==> src/rtl/seq_multiplier_nbit.sv <==
// Sequential unsigned shift-add multiplier: one partial product per clock,
// 2n-bit product held in p until the next completed operation.
module seq_multiplier_nbit #(
  parameter int n = 4
) (
  input  logic           clk,
  input  logic           rst_n,
  input  logic           start,
  input  logic [n-1:0]   x,
  input  logic [n-1:0]   y,
  output logic [2*n-1:0] p,
  output logic           busy,
  output logic           done
);

  // state | meaning
  // IDLE  | waiting for start; operands not yet captured
  // BUSY  | one shift-add iteration per clock, n iterations total
  // DONE  | p just updated; done pulse; may accept a new start
  typedef enum logic [1:0] {
    IDLE = 2'd0,
    BUSY = 2'd1,
    DONE = 2'd2
  } state_t;

  localparam int CW = (n > 2) ? $clog2(n) : 1;
  localparam logic [CW-1:0] LAST = CW'(n - 1);

  state_t         state_q, state_d;
  logic [2*n-1:0] acc_q, acc_d;
  logic [2*n-1:0] mcand_q, mcand_d;
  logic [n-1:0]   mplier_q, mplier_d;
  logic [CW-1:0]  count_q, count_d;
  logic [2*n-1:0] p_q, p_d;
  logic           busy_q, busy_d;
  logic           done_q, done_d;
  logic [2*n-1:0] acc_sum;

  always_comb begin
    state_d  = state_q;
    acc_d    = acc_q;
    mcand_d  = mcand_q;
    mplier_d = mplier_q;
    count_d  = count_q;
    p_d      = p_q;
    acc_sum  = acc_q + (mplier_q[0] ? mcand_q : '0);

    case (state_q)
      IDLE, DONE: begin
        if (start) begin
          acc_d    = '0;
          mcand_d  = {{n{1'b0}}, x};
          mplier_d = y;
          count_d  = '0;
          state_d  = BUSY;
        end else begin
          state_d  = IDLE;
        end
      end
      BUSY: begin
        acc_d    = acc_sum;
        mcand_d  = mcand_q << 1;
        mplier_d = mplier_q >> 1;
        if (count_q == LAST) begin
          // count is parked at zero rather than wrapping past n-1
          count_d = '0;
          p_d     = acc_sum;
          state_d = DONE;
        end else begin
          count_d = count_q + 1'b1;
        end
      end
      default: state_d = IDLE;
    endcase

    busy_d = (state_d == BUSY);
    done_d = (state_d == DONE);
  end

  always_ff @(posedge clk or negedge rst_n) begin
    if (!rst_n) begin
      state_q  <= IDLE;
      acc_q    <= '0;
      mcand_q  <= '0;
      mplier_q <= '0;
      count_q  <= '0;
      p_q      <= '0;
      busy_q   <= 1'b0;
      done_q   <= 1'b0;
    end else begin
      state_q  <= state_d;
      acc_q    <= acc_d;
      mcand_q  <= mcand_d;
      mplier_q <= mplier_d;
      count_q  <= count_d;
      p_q      <= p_d;
      busy_q   <= busy_d;
      done_q   <= done_d;
    end
  end

  assign p    = p_q;
  assign busy = busy_q;
  assign done = done_q;

endmodule

==> config.mk <==
export PLATFORM = sky130hd
export DESIGN_NAME = seq_multiplier_nbit
export DESIGN_NICKNAME = d
export VERILOG_FILES = /design/src/rtl/seq_multiplier_nbit.sv
export SDC_FILE = /design/constraint.sdc
export NUM_CORES = 1
export LEC_CHECK = 0
export BUFFER_PORTS_ARGS = -buffer_cell sky130_fd_sc_hd__buf_2
export CAP_MARGIN = 20
export CORE_MARGIN = 2
export CORE_UTILIZATION = 49
export DETAILED_ROUTE_END_ITERATION = 16
export PLACE_DENSITY = 0.69
export SETUP_SLACK_MARGIN = 0.4
export SLEW_MARGIN = 20
export SYNTH_ARGS = -nofsm -noshare
export SYNTH_HDL_FRONTEND = slang
export SYNTH_SLANG_ARGS = --single-unit
==> constraint.sdc <==
create_clock -name clk -period 3.2 [get_ports clk]
set_clock_uncertainty 0.2 [all_clocks]
set_input_delay 0.16 -clock clk [delete_from_list [all_inputs] [get_ports clk]]
set_output_delay 0.16 -clock clk [all_outputs]
set_load 0.01 [all_outputs]
==> flow_summary_export.csv, run 1 <==
group,metric,value,unit
place,pre_cts_slack,0.801,ns
worst_setup_path,endpoint_kind,"register",
worst_setup_path,worstPathMaxFanout,10,
cells_and_area,fillers,291,
routing,vias_per_cell,5.43,
power,power_frac_comb,0.493,
logic_synthesis,netlist_area,1800,sq um
routing,num_vias,1373,
power,p_leak,1.01,nW
worst_setup_path,required,3.20,ns
sta,slew_headroom,0.509,
worst_setup_path,critPathKind,"reg2reg",
sta,tightest_slew,0.737,ns
logic_synthesis,synth_top_area_cell,"dfrtp_1",
sta,report.final.slew_viol_count,0,
logic_synthesis,syn_nets,199,
global_route,grt_usage,0.196,
place,place_congestion,0.794,
sta,whs,-0.000732,ns
sta,hold_viol,1,
logic_synthesis,synthTopCellsByArea,"dfrtp_1 47%, ha_1 5.6%, o21ai_0 4.2%, a22o_1 3.4%, mux2i_1 3.3%",
sta,finalCriticalPeriod,2.45,ns
worst_setup_path,critPathArrivalTime,2.45,ns
global_route,grt_use_met2,0.326,
global_route,overflow,0,
die,die_h,64.5,microns
sta,setup_viol,0,
routing,firstDrtPassIters,4,
die,ios,21,
cells_and_area,antenna-diode-count,0,
cells_and_area,layout-drive-gt1-share,0.159,
logic_synthesis,synth_seq_cells,34,
run_status,violations,"hold timing",
power,peakVddDrop,0.000482,V
routing,detail-route-antenna-nets,0,
clock_network,cts_buffers,5,
power,switching_share,0.417,
power,clockPowerShare,0.123,
logic_synthesis,synth_flop_cell,"dfrtp_1",
routing,drt_iter0_drc,65,
power,cellPowerDensity,991,nW/um^2
hold_path,hold_depth,3,
run_status,status,"finished with violations",
sta,setup_tns,0,ns
sta,timing.final.crit_share,0.765,
logic_synthesis,avgSynthCellArea,10.0,sq um
logic_synthesis,seq_area_frac_synth,0.474,
global_route,grt_max_degree,35,
logic_synthesis,ys_top_cells_by_count,"34 x dfrtp_1, 15 x nor2_1, 15 x o21ai_0, 14 x nand2_1",
clock_network,cts_root_buf,"clkbuf_4",
worst_setup_path,crit_start,"mplier_q[0]$_DFFE_PN0P_",
clock_network,cts_resized,0,
logic_synthesis,syn_inst,179,
die,core,3420,sq um
clock_network,htree_levels,2,
global_route,grt.busiest_layer,"met2",
global_route,antenna_found_initial,0,
sta,rsz0062_at_grt,"false",
clock_network,clock_path_buffers,2,
global_route,grt_pass1_wl,6220,microns
clock_network,clk_latency,0.34,ns
clock_network,post_cts_buffers,0,
cells_and_area,areaGrowthSynthToFinish,14.8,%
clock_network,clkTransAtPathRegs,0.10,ns
die,start_util,0.526,
clock_network,ctsHoldBuffers,9,
global_route,grt_util_met3,0.0451,
global_route,gr-usage-met1,0.245,
place,io_buffers,20,
die,die_w,64.5,microns
worst_setup_path,reg2reg_from,"mplier_q[0]$_DFFE_PN0P_",
routing,routedWlPerCell,14.1,microns
worst_setup_path,worstRegToRegCells,9,
clock_network,cts_tree,"yes",
logic_synthesis,synth-edff-count,0,
logic_synthesis,async_flop_share,1.00,
hold_path,hold_end,"count_q[0]$_DFFE_PN0P_",
global_route,grt_pass1_vias,1379,
power,p_sw,0.851,mW
hold_path,hp-class,"in2reg",
logic_synthesis,yosysMostFrequentCell,"dfrtp_1",
die,design.die.area,4160,sq um
logic_synthesis,synth_top_area_frac,0.474,
worst_setup_path,cp-start-kind,"register",
die,rows,21,
cells_and_area,nets,226,
hold_path,hp-start,"start",
worst_setup_path,reg2reg_slack,0.75,ns
routing,routed_wl,3570,microns
sta,worst_slack,0.753,ns
logic_synthesis,synthDistinctLibCells,35,
sta,max_clock_freq,409,MHz
cells_and_area,utilization,0.603,
routing,drc,0,
worst_setup_path,crit-reg2reg-capture,"acc_q[4]$_DFFE_PN0P_",
power,p_seq_frac,0.384,
place,hpwl,2510,microns
power,intPower,1.19,mW
clock_network,cts_sinks,34,
logic_synthesis,yosys_warnings,0,
job,drv_cap,0,
==> cell type report <==
| cell class | instances | area [sq um] | share of cell area |
|---|---|---|---|
| clock inverter | 1 | 5.00 | 0.00243 |
| clock buffer | 7 | 55.1 | 0.0267 |
| sequential | 34 | 851 | 0.413 |
| tap | 46 | 57.6 | 0.0279 |
| multi-input combinational | 129 | 876 | 0.425 |
| inverter | 7 | 26.3 | 0.0128 |
| timing repair buffer | 29 | 190 | 0.0923 |
==> worst max-delay path, cell delays in order, from the launching register on <==
cell and delay, ns:
dfrtp_1 0.47, and2_1 0.17, ha_1 0.20, inv_1 0.07
fa_1 0.41, nor2b_1 0.14, o21ai_1 0.09, a21oi_1 0.33
nand2b_1 0.17, o21ai_0 0.07
==> cell families (layout without fill, tap and decap cells) <==
logic type / count (synthesis) / count (layout) / share of synthesized area
AOI/OAI and AO/OA: 45 / 45 / 0.159
and+or+nand+nor: 61 / 61 / 0.176
xor gates and xnor gates: 4 / 4 / 0.0279
adders and majority gates: 9 / 9 / 0.0669
DFF: 34 / 34 / 0.474
muxes: 10 / 10 / 0.0585
buffers and inverters: 16 / 44 / 0.0383
==> stage by stage <==
stage / total power, mW / instance area (sq um) / cells
floorplan: 1.56 / 1800 / 179
global placement: 1.76 / 1910 / 236
detailed placement: 1.80 / 1910 / 236
CTS: 2.06 / 2060 / 253
global route: 2.23 / 2060 / 253
finish: 2.04 / 2060 / 253
==> worst max path at each step <==
stage                                end  slack (ns)  cells after the start
floorplan               p[7]$_DFFE_PN0P_        0.87                      9
global placement        p[7]$_DFFE_PN0P_        0.86                      8
detailed placement  acc_q[4]$_DFFE_PN0P_        0.80                      9
CTS                 acc_q[4]$_DFFE_PN0P_        0.79                      9
global route        acc_q[4]$_DFFE_PN0P_        0.56                      9
finish              acc_q[4]$_DFFE_PN0P_        0.75                      9
==> placed cells by master (no fill, tap or decap), types with 2 or more instances in the layout <==
cell type / count
a211oi_1: 4
ha_1: 8
mux2_2: 4
nand2_1: 14
clkbuf_4: 5
a21oi_1: 8
buf_2: 20
xor2_1: 3
mux2i_1: 6
inv_1: 7
and2_1: 7
o22ai_1: 5
nand2b_1: 6
dlygate4sd3_1: 9
or4_1: 2
nor2_1: 15
a22o_1: 7
nand3_1: 4
nor3_1: 3
nor2b_1: 5
dfrtp_1: 34
o21ai_1: 2
o21ai_0: 15
==> state kept, by name (all words and copies together), names as in the netlist <==
name,flops
busy,1
state_q,2
done,1
mcand_q,8
mplier_q,4
p,8
acc_q,8
count_q,2
==> power groups by stage <==
stage	logic (mW)	registers [mW]	clock network (mW)
2_1_floorplan	0.806	0.756	0
3_3_place_gp	0.973	0.783	0
3_5_place_dp	1.01	0.794	0
4_1_cts	1.02	0.786	0.257
5_1_grt	1.15	0.813	0.274
6_report	1.01	0.785	0.250
==> routing by layer <==
layer | wire (microns) | share of wire
met2 | 1720 | 0.48
met1 | 1670 | 0.47
met5 | 0 | 0
met3 | 115 | 0.032
met4 | 66 | 0.018
Note: power is estimated with default switching activity, not from simulation.
==> inputs of run 2 (changes only) <==
Settings changed: ABC_AREA set to 1, PLACE_DENSITY 0.69 to 0.72.
Clock period 3.2 ns to 2.1 ns, I/O delays scaled along.
==> run 2 against run 1 <==
Effect of this change: the flow now finishes without violations; routed wire length is 5.1% higher; via count is 8.8% higher; die area is 1.6% lower; clock-buffer cell count is 1 lower; sequential share of layout area is 3.4 points lower; power is 72% higher; fmax is 30% higher; largest cell class unchanged; largest power group unchanged.
==> flow_summary_export.csv, run 2 <==
group,metric,value,unit
routing,num_vias,1494,
logic_synthesis,yosys_warnings,0,
sta,hold_viol,0,
worst_setup_path,crit_slowest_cell,"dfrtp_1",
logic_synthesis,syn_nets,225,
place,io_buffers,20,
logic_synthesis,syn_inst,205,
cells_and_area,antenna-diode-count,0,
worst_setup_path,required,2.18,ns
cells_and_area,fillers,259,
routing,routedWlPerCell,12.9,microns
worst_setup_path,critPathKind,"reg2reg",
cells_and_area,nets,265,
logic_synthesis,synth-edff-count,0,
logic_synthesis,netlist_area,1760,sq um
logic_synthesis,synthDistinctLibCells,29,
clock_network,clkTransAtPathRegs,0.11,ns
routing,drt_iter0_drc,71,
logic_synthesis,async_flop_share,1.00,
clock_network,clk_latency,0.35,ns
logic_synthesis,yosysMostFrequentCell,"nand2_1",
power,cellPowerDensity,1570,nW/um^2
die,core,3390,sq um
job,drv_cap,0,
logic_synthesis,avgSynthCellArea,8.61,sq um
clock_network,htree_levels,2,
worst_setup_path,reg2reg_slack,0.22,ns
global_route,grt_pass1_vias,1484,
global_route,antenna_found_initial,0,
routing,top_layer,"met4",
die,ios,21,
sta,setup_viol,0,
clock_network,clock_path_buffers,2,
clock_network,cts_sinks,34,
sta,finalCriticalPeriod,1.88,ns
hold_path,hp-class,"in2async",
power,p_leak,1.17,nW
sta,timing.final.crit_share,0.895,
global_route,overflow,0,
worst_setup_path,reg2reg_from,"mplier_q[0]$_DFFE_PN0P_",
routing,wl_met1,1690,microns
die,start_util,0.520,
worst_setup_path,worstPathMaxFanout,5,
cells_and_area,final_cell_mix,"53 x nand2_1, 34 x dfrtp_1, 29 x inv_1",
global_route,grt_pass1_wl,6410,microns
power,total_power,3.52,mW
logic_synthesis,synth_top_area_frac,0.482,
worst_setup_path,crit_chain,"buf_4 -> nand2_1 -> inv_1 -> ha_4 -> or2_4 -> nand3b_1 -> nand2_1 -> nand2_2 -> nand3_1 -> nand2_1",
sta,rsz0062_at_grt,"true",
logic_synthesis,synthTopCellsByArea,"dfrtp_1 48%, nand2_1 13%, inv_1 6.4%, ha_1 5.7%, nand3_1 4.8%",
worst_setup_path,cp-start-kind,"register",
routing,wl_met3,150,microns
routing,wl_met2,1830,microns
routing,vias_per_cell,5.12,
clock_network,cts_tree,"yes",
worst_setup_path,endpoint_kind,"register",
global_route,grt_max_degree,35,
worst_setup_path,critPathArrivalTime,1.96,ns
routing,firstDrtPassIters,4,
logic_synthesis,synth_flop_cell,"dfrtp_1",
die,die_w,64.0,microns
cells_and_area,areaGrowthSynthToFinish,27.4,%
worst_setup_path,cpMostUsedCell,"nand2_1",
logic_synthesis,synth_top_area_cell,"dfrtp_1",
clock_network,cts_buffers,5,
sta,tightest_slew,0.739,ns
clock_network,cts_root_buf,"clkbuf_4",
die,die_h,64.0,microns
logic_synthesis,seq_area_frac_synth,0.482,
place,place_congestion,0.818,
routing,routed_wl,3760,microns
power,peakVddDrop,0.00103,V
sta,max_clock_freq,532,MHz
die,design.die.area,4100,sq um
logic_synthesis,synth_seq_cells,34,
sta,whs,0.142,ns
worst_setup_path,cp_slowest_stage_delay,0.42,ns
worst_setup_path,crit_end,"acc_q[5]$_DFFE_PN0P_",
run_status,status,"completed",
cells_and_area,final_common_cell,"nand2_1",
routing,drc,0,
worst_setup_path,crit-reg2reg-capture,"acc_q[5]$_DFFE_PN0P_",
worst_setup_path,crit_start,"mplier_q[0]$_DFFE_PN0P_",
place,hpwl,2370,microns
logic_synthesis,ys_top_cells_by_count,"59 x nand2_1, 34 x dfrtp_1, 30 x inv_1, 17 x nand3_1, 12 x o21ai_0",
routing,detail-route-antenna-nets,0,
sta,slew_headroom,0.507,
die,rows,21,
worst_setup_path,worstRegToRegCells,10,
cells_and_area,layout-drive-gt1-share,0.272,
global_route,grt_usage,0.204,
sta,setup_tns,0,ns
sta,report.final.slew_viol_count,0,
## run 2: per-stage QoR
stage          cell area (sq um)  worst slack (ns)   util  instances
2_1_floorplan               1790             0.217      -        205
3_3_place_gp                1930             0.213  0.568        268
3_5_place_dp                1930             0.171  0.568        268
4_1_cts                     2190             0.236  0.646        290
5_1_grt                     2250            0.0932  0.663        292
6_report                    2250             0.220  0.663        292
## run 2: per-layer routing
metal / vias up / global-route usage
met5: - / 0
met2: 35 / 0.329
met3: 9 / 0.0493
met1: 715 / 0.257
met4: 0 / 0.0924
li1: 735 / -
## run 2: how the worst min path moves through the flow
stage | end | slack [ns] | cells past startpoint
after floorplan | acc_q[0]$_DFFE_PN0P_ | -0.39 | 0
after global placement | p[0]$_DFFE_PN0P_ | 0.004 | 1
after detailed placement | p[0]$_DFFE_PN0P_ | 0.009 | 1
after CTS | p[3]$_DFFE_PN0P_ | 0.17 | 2
after global routing | p[3]$_DFFE_PN0P_ | 0.22 | 2
final | p[3]$_DFFE_PN0P_ | 0.14 | 2
## run 2: critical path: cells and delay by family (launching register included)
| family | cells | cell delay (ns) |
|---|---|---|
| buf+inv | 2 | 0.22 |
| flops | 1 | 0.42 |
| fa+ha+maj | 1 | 0.22 |
| simple gates | 7 | 0.75 |
## run 2: area by class of cell
cell class | count | area (sq um) | area share
multi-input cells | 132 | 877 | 0.390
inverters | 34 | 133 | 0.0590
well taps | 46 | 57.6 | 0.0256
clock inverters | 2 | 12.5 | 0.00557
repair buffers | 38 | 265 | 0.118
flip-flops and latches | 34 | 851 | 0.379
clock buffers | 6 | 51.3 | 0.0228
## run 2: repair_timing
item | CTS | global route
hold buffers | 12 | 0
resized for setup | 9 | 11
endpoints found under the setup margin | 13 | 14
pin swaps | 6 | 10
buffers inserted | 2 | 2
hold endpoints to repair | 44 | 0
## run 2: report_power, final
| part | internal (mW) | switching, mW |
|---|---|---|
| combinational | 0.840 | 1.17 |
| sequential | 0.952 | 0.173 |
| clock | 0.161 | 0.227 |
## run 2: cell families after synthesis
logic type,Yosys count,share of synthesized area
DFF,34,0.482
AOI/OAI and AO/OA,30,0.108
xor gates and xnor gates,2,0.00993
adders and majority gates,9,0.0681
and+or+nand+nor,91,0.239
buffers and inverters,39,0.0929
